[config.mk]
export PLATFORM = sky130hd
export DESIGN_NAME = rf_port_arbiter
export DESIGN_NICKNAME = d
export VERILOG_FILES = /design/src/rtl/rf_arb_pkg.sv /design/src/rtl/rf_wb_fifo.sv /design/src/rtl/rf_port_arbiter.sv
export SDC_FILE = /design/constraint.sdc
export NUM_CORES = 1
export LEC_CHECK = 0
export CORE_UTILIZATION = 30
export DETAILED_ROUTE_END_ITERATION = 8
export GPL_ROUTABILITY_DRIVEN = 0
export PLACE_DENSITY = 0.61
export SLEW_MARGIN = 25
export SYNTH_ARGS = -nofsm -noshare
export SYNTH_HDL_FRONTEND = slang
export SYNTH_HIERARCHICAL = 1
export SYNTH_SLANG_ARGS = --single-unit
[constraint.sdc]
create_clock -name clk -period 9.54 [get_ports clk]
set_input_delay 1.908 -clock clk [delete_from_list [all_inputs] [get_ports clk]]
set_output_delay 1.908 -clock clk [all_outputs]
set_load 0.01 [all_outputs]
[src/rtl/rf_arb_pkg.sv]
// Shared types and sizing for the register-file port arbiter.
//   XLEN       : datapath width
//   RF_ADDR_W  : register address width
//   WB_DEPTH   : writeback buffer entries (power of two)
//   wb_entry_t : one buffered writeback (addr, data)
//   grant_e    : which requester owns the port this cycle
package rf_arb_pkg;

  localparam int unsigned XLEN      = 32;
  localparam int unsigned RF_ADDR_W = 5;
  localparam int unsigned WB_DEPTH  = 2;
  localparam int unsigned PTR_W     = $clog2(WB_DEPTH);

  typedef struct packed {
    logic [RF_ADDR_W-1:0] addr;
    logic [XLEN-1:0]      data;
  } wb_entry_t;

  typedef enum logic [1:0] {
    GNT_NONE,
    GNT_WR,
    GNT_RD
  } grant_e;

endpackage

[src/rtl/rf_wb_fifo.sv]
// In-order writeback buffer with per-entry address compare.
// Ports:
//   clk, reset_n   : clock, synchronous active-low reset
//   push, push_entry : enqueue (caller guarantees !full)
//   pop            : dequeue head (caller guarantees !empty)
//   full, empty    : occupancy flags
//   head           : oldest entry
//   cmp_addr, hit  : hit=1 when any valid entry holds cmp_addr
module rf_wb_fifo
  import rf_arb_pkg::*;
(
  input  logic                 clk,
  input  logic                 reset_n,
  input  logic                 push,
  input  wb_entry_t            push_entry,
  input  logic                 pop,
  output logic                 full,
  output logic                 empty,
  output wb_entry_t            head,
  input  logic [RF_ADDR_W-1:0] cmp_addr,
  output logic                 hit
);

  wb_entry_t            mem [WB_DEPTH];
  logic [WB_DEPTH-1:0]  vld;
  logic [PTR_W-1:0]     rd_ptr;
  logic [PTR_W-1:0]     wr_ptr;

  // Per-slot valid bits make full/empty a single lookup at the pointers.
  assign full  = vld[wr_ptr];
  assign empty = ~vld[rd_ptr];
  assign head  = mem[rd_ptr];

  always_ff @(posedge clk) begin
    if (!reset_n) begin
      vld    <= '0;
      rd_ptr <= '0;
      wr_ptr <= '0;
    end else begin
      if (pop) begin
        vld[rd_ptr] <= 1'b0;
        rd_ptr      <= rd_ptr + 1'b1;
      end
      if (push) begin
        vld[wr_ptr] <= 1'b1;
        mem[wr_ptr] <= push_entry;
        wr_ptr      <= wr_ptr + 1'b1;
      end
    end
  end

  always_comb begin
    hit = 1'b0;
    for (int unsigned i = 0; i < WB_DEPTH; i++) begin
      if (vld[i] && (mem[i].addr == cmp_addr)) hit = 1'b1;
    end
  end

endmodule

[src/rtl/rf_port_arbiter.sv]
// Shares one register-file port between operand reads and buffered ALU
// writebacks, and captures read data into operand registers op_a/op_b.
// Ports:
//   clk, reset_n                      : clock, synchronous active-low reset
//   rd_req/rd_addr/rd_sel/rd_ready    : operand read handshake
//   wb_req/wb_addr/wb_data/wb_ready   : writeback handshake
//   rf_en/rf_we/rf_addr/rf_wdata      : register file port
//   rf_rdata                          : port read data, one cycle after issue
//   op_a/op_b, op_a_valid/op_b_valid  : captured operands
//   op_clr                            : clears both valids
// Build option: RF_ARB_RR_EN selects round-robin read/write arbitration;
// undefined gives fixed write priority.
module rf_port_arbiter
  import rf_arb_pkg::*;
(
  input  logic                 clk,
  input  logic                 reset_n,
  input  logic                 rd_req,
  input  logic [RF_ADDR_W-1:0] rd_addr,
  input  logic                 rd_sel,
  output logic                 rd_ready,
  input  logic                 wb_req,
  input  logic [RF_ADDR_W-1:0] wb_addr,
  input  logic [XLEN-1:0]      wb_data,
  output logic                 wb_ready,
  output logic                 rf_en,
  output logic                 rf_we,
  output logic [RF_ADDR_W-1:0] rf_addr,
  output logic [XLEN-1:0]      rf_wdata,
  input  logic [XLEN-1:0]      rf_rdata,
  output logic [XLEN-1:0]      op_a,
  output logic [XLEN-1:0]      op_b,
  output logic                 op_a_valid,
  output logic                 op_b_valid,
  input  logic                 op_clr
);

  logic      fifo_full;
  logic      fifo_empty;
  logic      fifo_hit;
  logic      push;
  logic      pop;
  wb_entry_t head;
  wb_entry_t push_entry;
  logic      rd_zero;
  logic      rd_cand;
  logic      wr_cand;
  grant_e    gnt;
  logic      cap_vld;
  logic      cap_sel;
  logic      cap_zero;

  assign rd_zero  = (rd_addr == '0);
  assign wb_ready = reset_n & ~fifo_full;
  // Writes to r0 are acknowledged but never buffered.
  assign push     = wb_req & wb_ready & (wb_addr != '0);
  assign push_entry = '{addr: wb_addr, data: wb_data};

  assign wr_cand = reset_n & ~fifo_empty;
  assign rd_cand = reset_n & rd_req & ~rd_zero & ~fifo_hit;

  rf_wb_fifo u_wb_fifo (
    .clk        (clk),
    .reset_n    (reset_n),
    .push       (push),
    .push_entry (push_entry),
    .pop        (pop),
    .full       (fifo_full),
    .empty      (fifo_empty),
    .head       (head),
    .cmp_addr   (rd_addr),
    .hit        (fifo_hit)
  );

`ifdef RF_ARB_RR_EN
  logic last_rd;

  always_ff @(posedge clk) begin
    if (!reset_n)             last_rd <= 1'b1;
    else if (gnt != GNT_NONE) last_rd <= (gnt == GNT_RD);
  end
`endif

  always_comb begin
    gnt = GNT_NONE;
    if (wr_cand && rd_cand) begin
`ifdef RF_ARB_RR_EN
      gnt = (fifo_full || last_rd) ? GNT_WR : GNT_RD;
`else
      gnt = GNT_WR;
`endif
    end else if (wr_cand) begin
      gnt = GNT_WR;
    end else if (rd_cand) begin
      gnt = GNT_RD;
    end
  end

  always_comb begin
    rf_en    = 1'b0;
    rf_we    = 1'b0;
    rf_addr  = '0;
    rf_wdata = '0;
    pop      = 1'b0;
    case (gnt)
      GNT_WR: begin
        rf_en    = 1'b1;
        rf_we    = 1'b1;
        rf_addr  = head.addr;
        rf_wdata = head.data;
        pop      = 1'b1;
      end
      GNT_RD: begin
        rf_en   = 1'b1;
        rf_addr = rd_addr;
      end
      default: ;
    endcase
  end

  // r0 reads complete without the port, so they are never stalled.
  assign rd_ready = reset_n & rd_req & (rd_zero | (gnt == GNT_RD));

  always_ff @(posedge clk) begin
    if (!reset_n) begin
      cap_vld  <= 1'b0;
      cap_sel  <= 1'b0;
      cap_zero <= 1'b0;
    end else begin
      cap_vld  <= rd_ready;
      cap_sel  <= rd_sel;
      cap_zero <= rd_zero;
    end
  end

  // Clear is applied first so a same-edge load keeps its valid set.
  always_ff @(posedge clk) begin
    if (!reset_n) begin
      op_a       <= '0;
      op_b       <= '0;
      op_a_valid <= 1'b0;
      op_b_valid <= 1'b0;
    end else begin
      if (op_clr) begin
        op_a_valid <= 1'b0;
        op_b_valid <= 1'b0;
      end
      if (cap_vld && !cap_sel) begin
        op_a       <= cap_zero ? '0 : rf_rdata;
        op_a_valid <= 1'b1;
      end
      if (cap_vld && cap_sel) begin
        op_b       <= cap_zero ? '0 : rf_rdata;
        op_b_valid <= 1'b1;
      end
    end
  end

endmodule

[Word level (Yosys, flattened, before mapping)]
Memory sizes are Yosys's and may differ from the RTL's. A register that Yosys moved wholly into a read port is not among the register bits.
Index checks and enable logic that the tools add are counted.
Cells by class
  equality and inequality tests: 4
  bitwise operators: 15
  reductions and logical operators: 13
  $add $sub $neg: 2
  mux-type cells: 29
  magnitude comparators: 4
Operators with widths (count)
  32-bit 2-to-1 mux: 2
  1-bit 2-to-1 mux: 18
  2-bit 2-to-1 mux: 6
  5-bit == test: 2
  5-bit one-hot mux with 2 select lines: 1
  1-bit AND: 8
  1-bit logical AND: 7
  5-bit zero test: 1
  5-bit nonzero test: 1
  1-bit by 2-bit less-than comparator with 1-bit output, second input constant: 2
  2-bit nonzero test: 2
  1-bit inverter: 3
  1-bit adder, second input constant: 2
  2-bit AND: 1
  1-bit demux with 1-bit select: 2
  2-bit by 1-bit == test with 1-bit output, second input constant: 1
  2-bit == test, second input constant: 1
  1-bit greater-or-equal comparator, second input constant: 2
  2-bit inverter: 1
  2-bit OR: 1
  2-bit OR reduction: 1
  1-bit zero test: 1
  1-bit OR: 1
Word-level totals
  memories: 1
  input port bits: 80
  word-level logic and storage cells: 78
  bits in registers: 73
  RAM bits: 74
Memories
  u_wb_fifo.mem: depth 2, bits a word 37, rd ports 3, clocked after Yosys merged registers in 1, write ports 1, RTL line rf_wb_fifo.sv:24  | wb_entry_t mem [WB_DEPTH];

[Depth between registers and ports, before layout]
Gate-level depths: netlist of run 1.
  depth after elaboration: 15
  mapped depth: 7
  gate-level depth less buffers: 7

[By module]
Netlist of run 1, hierarchy kept.
By module, submodules not included
  rf_port_arbiter: cells each 384, sequential area each 1381.3 µm², times used 1, area an instance 3166.8 µm²
  rf_wb_fifo: cells each 149, sequential area each 2322.2 µm², times used 1, area an instance 3135.5 µm²

[Worst setup path after synthesis of run 1]
OpenSTA, ideal clock, no wires.
  kind: input to register
  from: in reset_n
  to: mem u_wb_fifo/mem[0][0] (netlist bit) (enable)
  data arrival time: 4.233 ns
  setup slack: 4.874 ns
  library setup time: 0.433 ns
  cell stages on the path: 6
  buffers on the path: 1
  cell sequence: buf_4 -> nor2b_1 -> nand2_1 -> a21oi_1 -> nand2_1 -> nor2_1
Between the ends
  longest elaborated chain between the ends: 6
RTL lines
  start, declared: RTL line rf_port_arbiter.sv:17  | input logic reset_n,
  1-bit AND: RTL line rf_port_arbiter.sv:54  | assign wb_ready = reset_n & ~fifo_full;
  via wb_ready: RTL line rf_port_arbiter.sv:25  | output logic wb_ready,
  1-bit AND (2 in series): RTL line rf_port_arbiter.sv:56  | assign push = wb_req & wb_ready & (wb_addr != '0);
  via push: RTL line rf_port_arbiter.sv:41  | logic push;
  1-bit 2-to-1 mux: RTL line rf_wb_fifo.sv:44  | if (push) begin
  1-bit 2-to-1 mux: RTL line rf_wb_fifo.sv:35  | if (!reset_n) begin
  1-bit 2-to-1 mux (implied by the code): RTL line rf_wb_fifo.sv:46  | mem[wr_ptr] <= push_entry;
  end, declared: RTL line rf_wb_fifo.sv:24
The timed path passes the listed nets, and every way through them passes these cells.

[Worst setup path after layout of run 1]
  from: in reset_n
  to: out rf_addr[0]
Between the ends
  longest elaborated chain between the ends: 8
  elaborated cells on any way between the ends: 11
  classes of those cells: eq/ne (2); mux (4); bitwise (4); reduce/logical (1)
RTL lines
  1-bit AND (3 in series): RTL line rf_port_arbiter.sv:60  | assign rd_cand = reset_n & rd_req & ~rd_zero & ~fifo_hit;
  2-bit 2-to-1 mux: RTL line rf_port_arbiter.sv:94  | end else if (rd_cand) begin
  2-bit 2-to-1 mux: RTL line rf_port_arbiter.sv:92  | end else if (wr_cand) begin
  2-bit 2-to-1 mux (*): RTL line rf_port_arbiter.sv:86  | if (wr_cand && rd_cand) begin
  2-bit == test / 2-bit by 1-bit == test with 1-bit output (equally long branches): RTL line rf_port_arbiter.sv:105  | case (gnt)
  5-bit one-hot mux with 2 select lines (*): RTL line rf_port_arbiter.sv:105
  end, declared: RTL line rf_port_arbiter.sv:28  | output logic [RF_ADDR_W-1:0] rf_addr,
Every way passes the cells marked *; elsewhere a longest branch is shown, timed or not.

==> metrics.md, run 1 <==
| Metric | Value |
|---|---|
| Most frequently used flop master after synthesis | sky130_fd_sc_hd__edfxtp_1 |
| Reg-to-reg critical path startpoint | u_wb_fifo/wr_ptr$_SDFFE_PN0P_ |
| Leakage power of the design | 0.00308 µW |
| Largest voltage drop on the vdd net | 0.111 mV |
| Half-perimeter wire length of the detailed placement result | 9730 µm |
| Maximum number of pins on one net before global-route repair | 81 |
| Peak fanout along the critical path | 80 |
| Top library cells by usage in the layout, fill and taps aside | sky130_fd_sc_hd__clkdlybuf4s50_1, sky130_fd_sc_hd__nand2_1, sky130_fd_sc_hd__edfxtp_1 |
| Share of layout cells above drive strength 1 | 0.123 |
| Placed insts | 963 |
| Non-Filler Instances | 995 |
| Die boundary width | 147 µm |
| Total wirelength of the detailed-routed design | 14900 µm |
| Vias in the first global route | 4430 |
| Cell count after synthesis | 533 |
| Crit. End Element | output port |
| Power density over the cells | 171 mW/mm² |
| CTS resizes | 0 |
| Clock Skew | 0.00954 ns |
| Boundary Pins | 187 |
| All-layer global routing usage | 0.142 |
| Placeable core area | 0.0204 mm² |
| Worst path required time | 7.63 ns |
| Wire length of the first global-routing pass | 23700 µm |
| 1st-iter DRT viols | 131 |
| Worst skew pair latency | 0.42 ns |
| Start point of the worst hold path | op_a[16]$_SDFFE_PN0P_ |
| CTS HTree Levels | 4 |
| Final setup vio count | 0 |
| Proportion of synthesized flip-flops having asynchronous set or reset | 0 |
| Area of the die | 0.0216 mm² |
| Register-to-Register Setup Slack | 7.01 ns |
| Max Freq | 166 MHz |
| Rel. slew slack | 0.364 |
| Final count of hold timing violations | 0 |
| Hold EP | op_a[16]$_SDFFE_PN0P_ |
| Number of optimization iterations in the first detailed-route pass | 4 |
| Total CTS buffers | 17 |
| Most frequent standard cell in the layout excluding fill and tap cells | sky130_fd_sc_hd__clkdlybuf4s50_1 |
| Post-synthesis instance area | 0.00630 mm² |
| Post-Route Setup TNS | 0 ns |
| Depth of the worst register-to-register path | 5 |
| Clk pin slew, worst setup/hold paths | 0.06 ns |
| Cell count of the worst hold path | 2 |
| Yosys warnings | 6 |
| Buffer depth of the longest clock path | 2 |
| Total global routing overflow | 0 |
| Placement Setup Slack | 3.45 ns |
| Worst Path Arrival | 4.13 ns |
| Wire length per cell after detailed routing | 15.0 µm |
| Synthesis-stage register bit count | 148 |
| Worst reg2reg endpoint | u_wb_fifo/mem[1][29]$_DFFE_PP_ |
| Y dimension of the die | 147 µm |
| Antenna violations before repair | 0 |
| Final Total Pwr | 1520 µW |
| Count of maximum capacitance violations | 0 |
| Number of diodes added for antenna fixing | 0 |
| Setup repair after global routing missed its margin | false |
| Count of input and output buffers | 186 |
| Nature of the critical path startpoint | input port |
| DRC violation count after routing | 0 |
| Syn_nets | 613 |
| Number of hold buffers added after cts | 0 |
| Syn avg cell area | 11.8 µm² |
| Min Tclk post-route | 6.04 ns |
| Clk Tree Root Cell | sky130_fd_sc_hd__clkbuf_16 |
| CTS Sinks | 148 |
| Number of buffers inserted to repair setup after CTS | 0 |
| Count of distinct cell types in the synthesized netlist | 37 |
| Outcome | finished, final reports clean |
| Vias per std cell | 4.39 |
| Tightest Pin Transition | 0.954 ns |
| Nets | 792 |
| Worst hold-check path type | flip-flop to flip-flop |
| Initial core utilization | 0.308 |
| Via Count | 4371 |
| Number of flops mapped to enable cells by yosys | 74 |
| # fillers | 1981 |
| Remaining antenna violation count after routing | 0 |
| Min setup slack post-route | 3.50 ns |
| TritonCTS clock tree | built |
| Number of rows in the core area | 52 |
| Layout Area Growth over Synthesis | 41.3% |
| Post-route clock period utilization | 0.633 |
| Worst Setup Path Type | input port to output port |
| Part of the Yosys area used for sequential elements | 0.588 |
| Final Max Slew Viols | 0 |
==> critical path, cell delays in order <==
cell	delay [ns]
sky130_fd_sc_hd__buf_2	0.09
sky130_fd_sc_hd__buf_4	0.52
sky130_fd_sc_hd__nor2b_4	0.79
sky130_fd_sc_hd__a22o_2	0.27
sky130_fd_sc_hd__clkdlybuf4s50_1	0.52
==> area by class of cell <==
cell class / count / area [µm²] / share of cell area
multi-input combinational: 350 / 2340 / 0.263
clock buffer: 19 / 433 / 0.0486
timing repair buffer: 194 / 1940 / 0.217
inverter: 1 / 3.75 / 0.000421
tap: 270 / 338 / 0.0379
sequential: 148 / 3700 / 0.416
clock inverter: 13 / 149 / 0.0167
==> synth_stat cells (all sizes together) (2+ instances only) <==
cell	n	share of area
nand2	134	0.080
dfxtp	74	0.24
edfxtp	74	0.35
a21boi	68	0.081
mux2	38	0.086
and2	36	0.036
nor2b	24	0.025
buf	23	0.036
and2b	11	0.013
clkbuf	11	0.0066
xnor2	10	0.014
a22o	5	0.0071
nand2b	5	0.0050
a31o	4	0.0056
nor2	3	0.0022
nand4	2	0.0020
nor3	2	0.0034
==> report_power, final <==
part	switching (µW)	total (µW)	internal [µW]
clock	266	655	389
sequential	8.93	697	688
combinational	71.5	168	97.0
total	347	1520	1170
==> how the worst max path moves through the flow <==
stage | startpoint | end | slack [ns] | cells after the start
2_1_floorplan | reset_n | u_wb_fifo/mem[0][0]$_DFFE_PP_ | 4.87 | 6
3_3_place_gp | reset_n | rf_addr[0] | 3.42 | 5
3_5_place_dp | reset_n | rf_addr[2] | 3.45 | 5
4_1_cts | reset_n | rf_addr[2] | 3.42 | 5
5_1_grt | reset_n | rf_wdata[9] | 3.25 | 5
6_report | reset_n | rf_addr[0] | 3.50 | 5
==> registers in the layout (all words and copies together), names as in the netlist, named ones only <==
name and cells:
op_b_valid 1, cap_sel 1, u_wb_fifo/rd_ptr 1, u_wb_fifo/vld 2, u_wb_fifo/mem 74, op_a 32, u_wb_fifo/wr_ptr 1, op_b 32
cap_vld 1, cap_zero 1, op_a_valid 1
==> per-stage QoR <==
stage | instance area, µm² | utilization | hold WS (ns)
after floorplan | 6300 | - | 0.479
after CTS | 8910 | 0.436 | 0.453
final | 8910 | 0.436 | 0.451
after global placement | 8300 | 0.406 | 0.440
after detailed placement | 8320 | 0.407 | 0.444
after global routing | 8910 | 0.436 | 0.473
==> metal layers <==
layer  wire length, µm  GRT usage  part of all wire
met5                 0          0                 0
met4               136     0.0485            0.0091
met3              1240     0.0534             0.083
met2              6290      0.207              0.42
met1              7210      0.192              0.48
==> logic make-up after synthesis <==
family | count (synthesis) | share of synthesized area
AO/OA/AOI/OAI | 80 | 0.0967
XOR/XNOR | 11 | 0.0153
buffers and inverters | 35 | 0.0427
flip-flops | 148 | 0.588
multiplexers | 39 | 0.0874
AND/OR/NAND/NOR | 220 | 0.170
No activity file was read; power rests on OpenSTA's default activity.
==> run 2: changes to the inputs <==
PLACE_DENSITY = 0.63   (was 0.61)
clock period = 5.5 ns   (was 9.54 ns; I/O delays follow)
==> run 2 against run 1 <==
Clock-buffer cell count down 2. Design area up 0.20%. Cell count unchanged. First-iteration DRC count up 15%. Register-to-register slack worse by 4.2 ns. Combinational power up 69%. Die area unchanged. Power up 78%. Critical path type unchanged. Sequential share of layout area down 0.082 points.
==> metrics.md, run 2 (synthesized netlist as in run 1, its figures left out) <==
| Metric | Value |
|---|---|
| Min Tclk post-route | 4.36 ns |
| Share of layout cells above drive strength 1 | 0.126 (+0.00276) |
| Area occupied by multi-input gates | 0.00234 mm² (unchanged) |
| CTS resizes | 0 (unchanged) |
| Buffer depth of the longest clock path | 2 (unchanged) |
| Outcome | finished, final reports clean |
| Largest Register | u_wb_fifo/mem |
| Largest register FFs | 74 (unchanged) |
| Number of hold buffers added after cts | 0 (unchanged) |
| Power density over the cells | 304 mW/mm² (+78%) |
| CTS HTree Levels | 4 (unchanged) |
| Worst hold-check path type | flip-flop to flip-flop |
| Boundary Pins | 187 (unchanged) |
| All-layer global routing usage | 0.140 (-0.00139) |
| Remaining antenna violation count after routing | 0 (unchanged) |
| Post-route clock period utilization | 0.793 |
| Worst Setup Path Type | input port to output port |
| Area of the die | 0.0216 mm² (unchanged) |
| Antenna violations before repair | 1 (+1) |
| Final setup vio count | 0 (unchanged) |
| Largest voltage drop on the vdd net | 0.194 mV (+76%) |
| Setup repair after global routing missed its margin | false |
| Placeable core area | 0.0204 mm² (unchanged) |
| Total wirelength of the detailed-routed design | 14800 µm (-0.76%) |
| Worst stage delay on the critical path | 0.62 ns (-0.17 ns) |
| Worst-path cell chain | clkdlybuf4s50_1 -> xnor2_1 -> nand4_1 -> o22ai_1 -> nand3b_1 -> nor2_2 -> a22o_1 -> clkdlybuf4s50_1 |
| Maximum number of pins on one net before global-route repair | 79 (-2.5%) |
| Number of optimization iterations in the first detailed-route pass | 4 (unchanged) |
| Most frequent standard cell in the layout excluding fill and tap cells | sky130_fd_sc_hd__clkdlybuf4s50_1 |
| CTS Sinks | 148 (unchanged) |
| Tightest Pin Transition | 0.940 ns (-0.0137 ns) |
| Worst path required time | 4.40 ns (-3.23 ns) |
| Number of buffers inserted to repair setup after CTS | 0 (unchanged) |
| Total global routing overflow | 0 (unchanged) |
| CP bufs+invs | 2 (-1) |
| Post-Route Setup TNS | 0 ns (unchanged) |
| Vias per std cell | 4.40 (about the same) |
| Crit. End Element | output port |
| Die boundary width | 147 µm (unchanged) |
| Leakage power of the design | 0.00310 µW (+0.41%) |
| Worst skew pair latency | 0.42 ns (about the same) |
| Y dimension of the die | 147 µm (unchanged) |
| Max Freq | 229 MHz |
| Nets | 792 (unchanged) |
| Critical path's most frequent cell | sky130_fd_sc_hd__clkdlybuf4s50_1 |
| Peak fanout along the critical path | 7 (-91%) |
| Clock Skew | 0.00562 ns (-0.00392 ns) |
| FF+latch area | 0.00370 mm² (unchanged) |
| Worst Path Arrival | 3.26 ns (-0.87 ns) |
| Count of maximum capacitance violations | 0 (unchanged) |
| Min setup slack post-route | 1.14 ns (-2.37 ns) |
| # fillers | 1989 (+0.40%) |
| Clk pin slew, worst setup/hold paths | 0.06 ns (about the same) |
| Total CTS buffers | 17 (unchanged) |
| Clk Tree Root Cell | sky130_fd_sc_hd__clkbuf_16 |
| Final Max Slew Viols | 0 (unchanged) |
| Vias in the first global route | 4497 (+1.5%) |
| Top library cells by usage in the layout, fill and taps aside | sky130_fd_sc_hd__clkdlybuf4s50_1, sky130_fd_sc_hd__nand2_1, sky130_fd_sc_hd__edfxtp_1 |
| Rel. slew slack | 0.373 (+0.00915) |
| Number of diodes added for antenna fixing | 0 (unchanged) |
| Half-perimeter wire length of the detailed placement result | 9530 µm (-2.1%) |
| Initial core utilization | 0.308 (unchanged) |
| Wire length of the first global-routing pass | 23300 µm (-1.5%) |
| TritonCTS clock tree | built |
| Nature of the critical path startpoint | input port |
| DRC violation count after routing | 0 (unchanged) |
| CP max stage cell | sky130_fd_sc_hd__clkdlybuf4s50_1 |
| Wire length per cell after detailed routing | 14.8 µm (-0.76%) |
| Number of rows in the core area | 52 (unchanged) |
| Count of input and output buffers | 186 (unchanged) |
| CP delay by family, top | buffers and inverters |
| 1st-iter DRT viols | 150 (+15%) |
| Final count of hold timing violations | 0 (unchanged) |
| Layout Area Growth over Synthesis | 41.6% |
| Top Registers | u_wb_fifo/mem x74, op_a x32, op_b x32 |
| Via Count | 4375 (+0.092%) |
| Placement Setup Slack | 1.14 ns (-2.31 ns) |
-- run 2: changes by cell type in the layout (fill, tap and decap cells not counted), sizes merged --
cell / previous run / this run
clkinv: 2 / 0
clkbuf: 19 / 17
bufinv: 2 / 3
inv: 5 / 8
-- run 2: final timing paths --
| kind | start | to | slack [ns] | depth (start not counted) |
|---|---|---|---|---|
| setup / recovery | rd_addr[4] | rf_addr[3] | 1.14 | 8 |
| hold / removal | op_b[26]$_SDFFE_PN0P_ | op_b[26]$_SDFFE_PN0P_ | 0.45 | 2 |
| setup reg to reg | u_wb_fifo/wr_ptr$_SDFFE_PN0P_ | u_wb_fifo/mem[0][18]$_DFFE_PP_ | 2.80 | 7 |
| hold reg to reg | op_b[26]$_SDFFE_PN0P_ | op_b[26]$_SDFFE_PN0P_ | 0.45 | 2 |
-- run 2: report_power, final --
group          switching (µW)  total [µW]  internal [µW]
combinational             118         284            166
clock                     487        1210            727
sequential               19.5        1210           1190
total                     624        2710           2090
-- run 2: layout make-up --
class,instances,area share
timing repair buffer,194,0.215
multi-input combinational,350,0.262
inverter,1,0.000421
tap,270,0.0379
clock buffer,17,0.0477
clock inverter,15,0.0217
sequential,148,0.415
-- run 2: worst register-to-register path, stage by stage (launching register included) --
cell,delay (ns)
sky130_fd_sc_hd__dfxtp_1,0.43
sky130_fd_sc_hd__mux2_2,0.37
sky130_fd_sc_hd__nor2b_1,0.15
sky130_fd_sc_hd__nand2_1,0.08
sky130_fd_sc_hd__a21oi_1,0.23
sky130_fd_sc_hd__nand2_1,0.13
sky130_fd_sc_hd__nor2_4,0.62
sky130_fd_sc_hd__buf_4,0.37
-- run 2: per-stage QoR --
step                cell area, µm²  utilization  hold WS [ns]  total power [µW]  cells
floorplan                     6300            -         0.479              1380    533
global placement              8300        0.406         0.441              1520    963
detailed placement            8300        0.406         0.445              1520    963
CTS                           8920        0.437         0.454              2750    995
global route                  8920        0.437         0.474              2820    995
finish                        8920        0.437         0.450              2710    995
-- run 2: layer usage --
metal,wire length (µm),part of all wire,global-route usage
met1,6680,0.45,0.169
met2,6710,0.45,0.228
met3,1200,0.081,0.0578
met4,171,0.012,0.0443
met5,15,0.0010,0
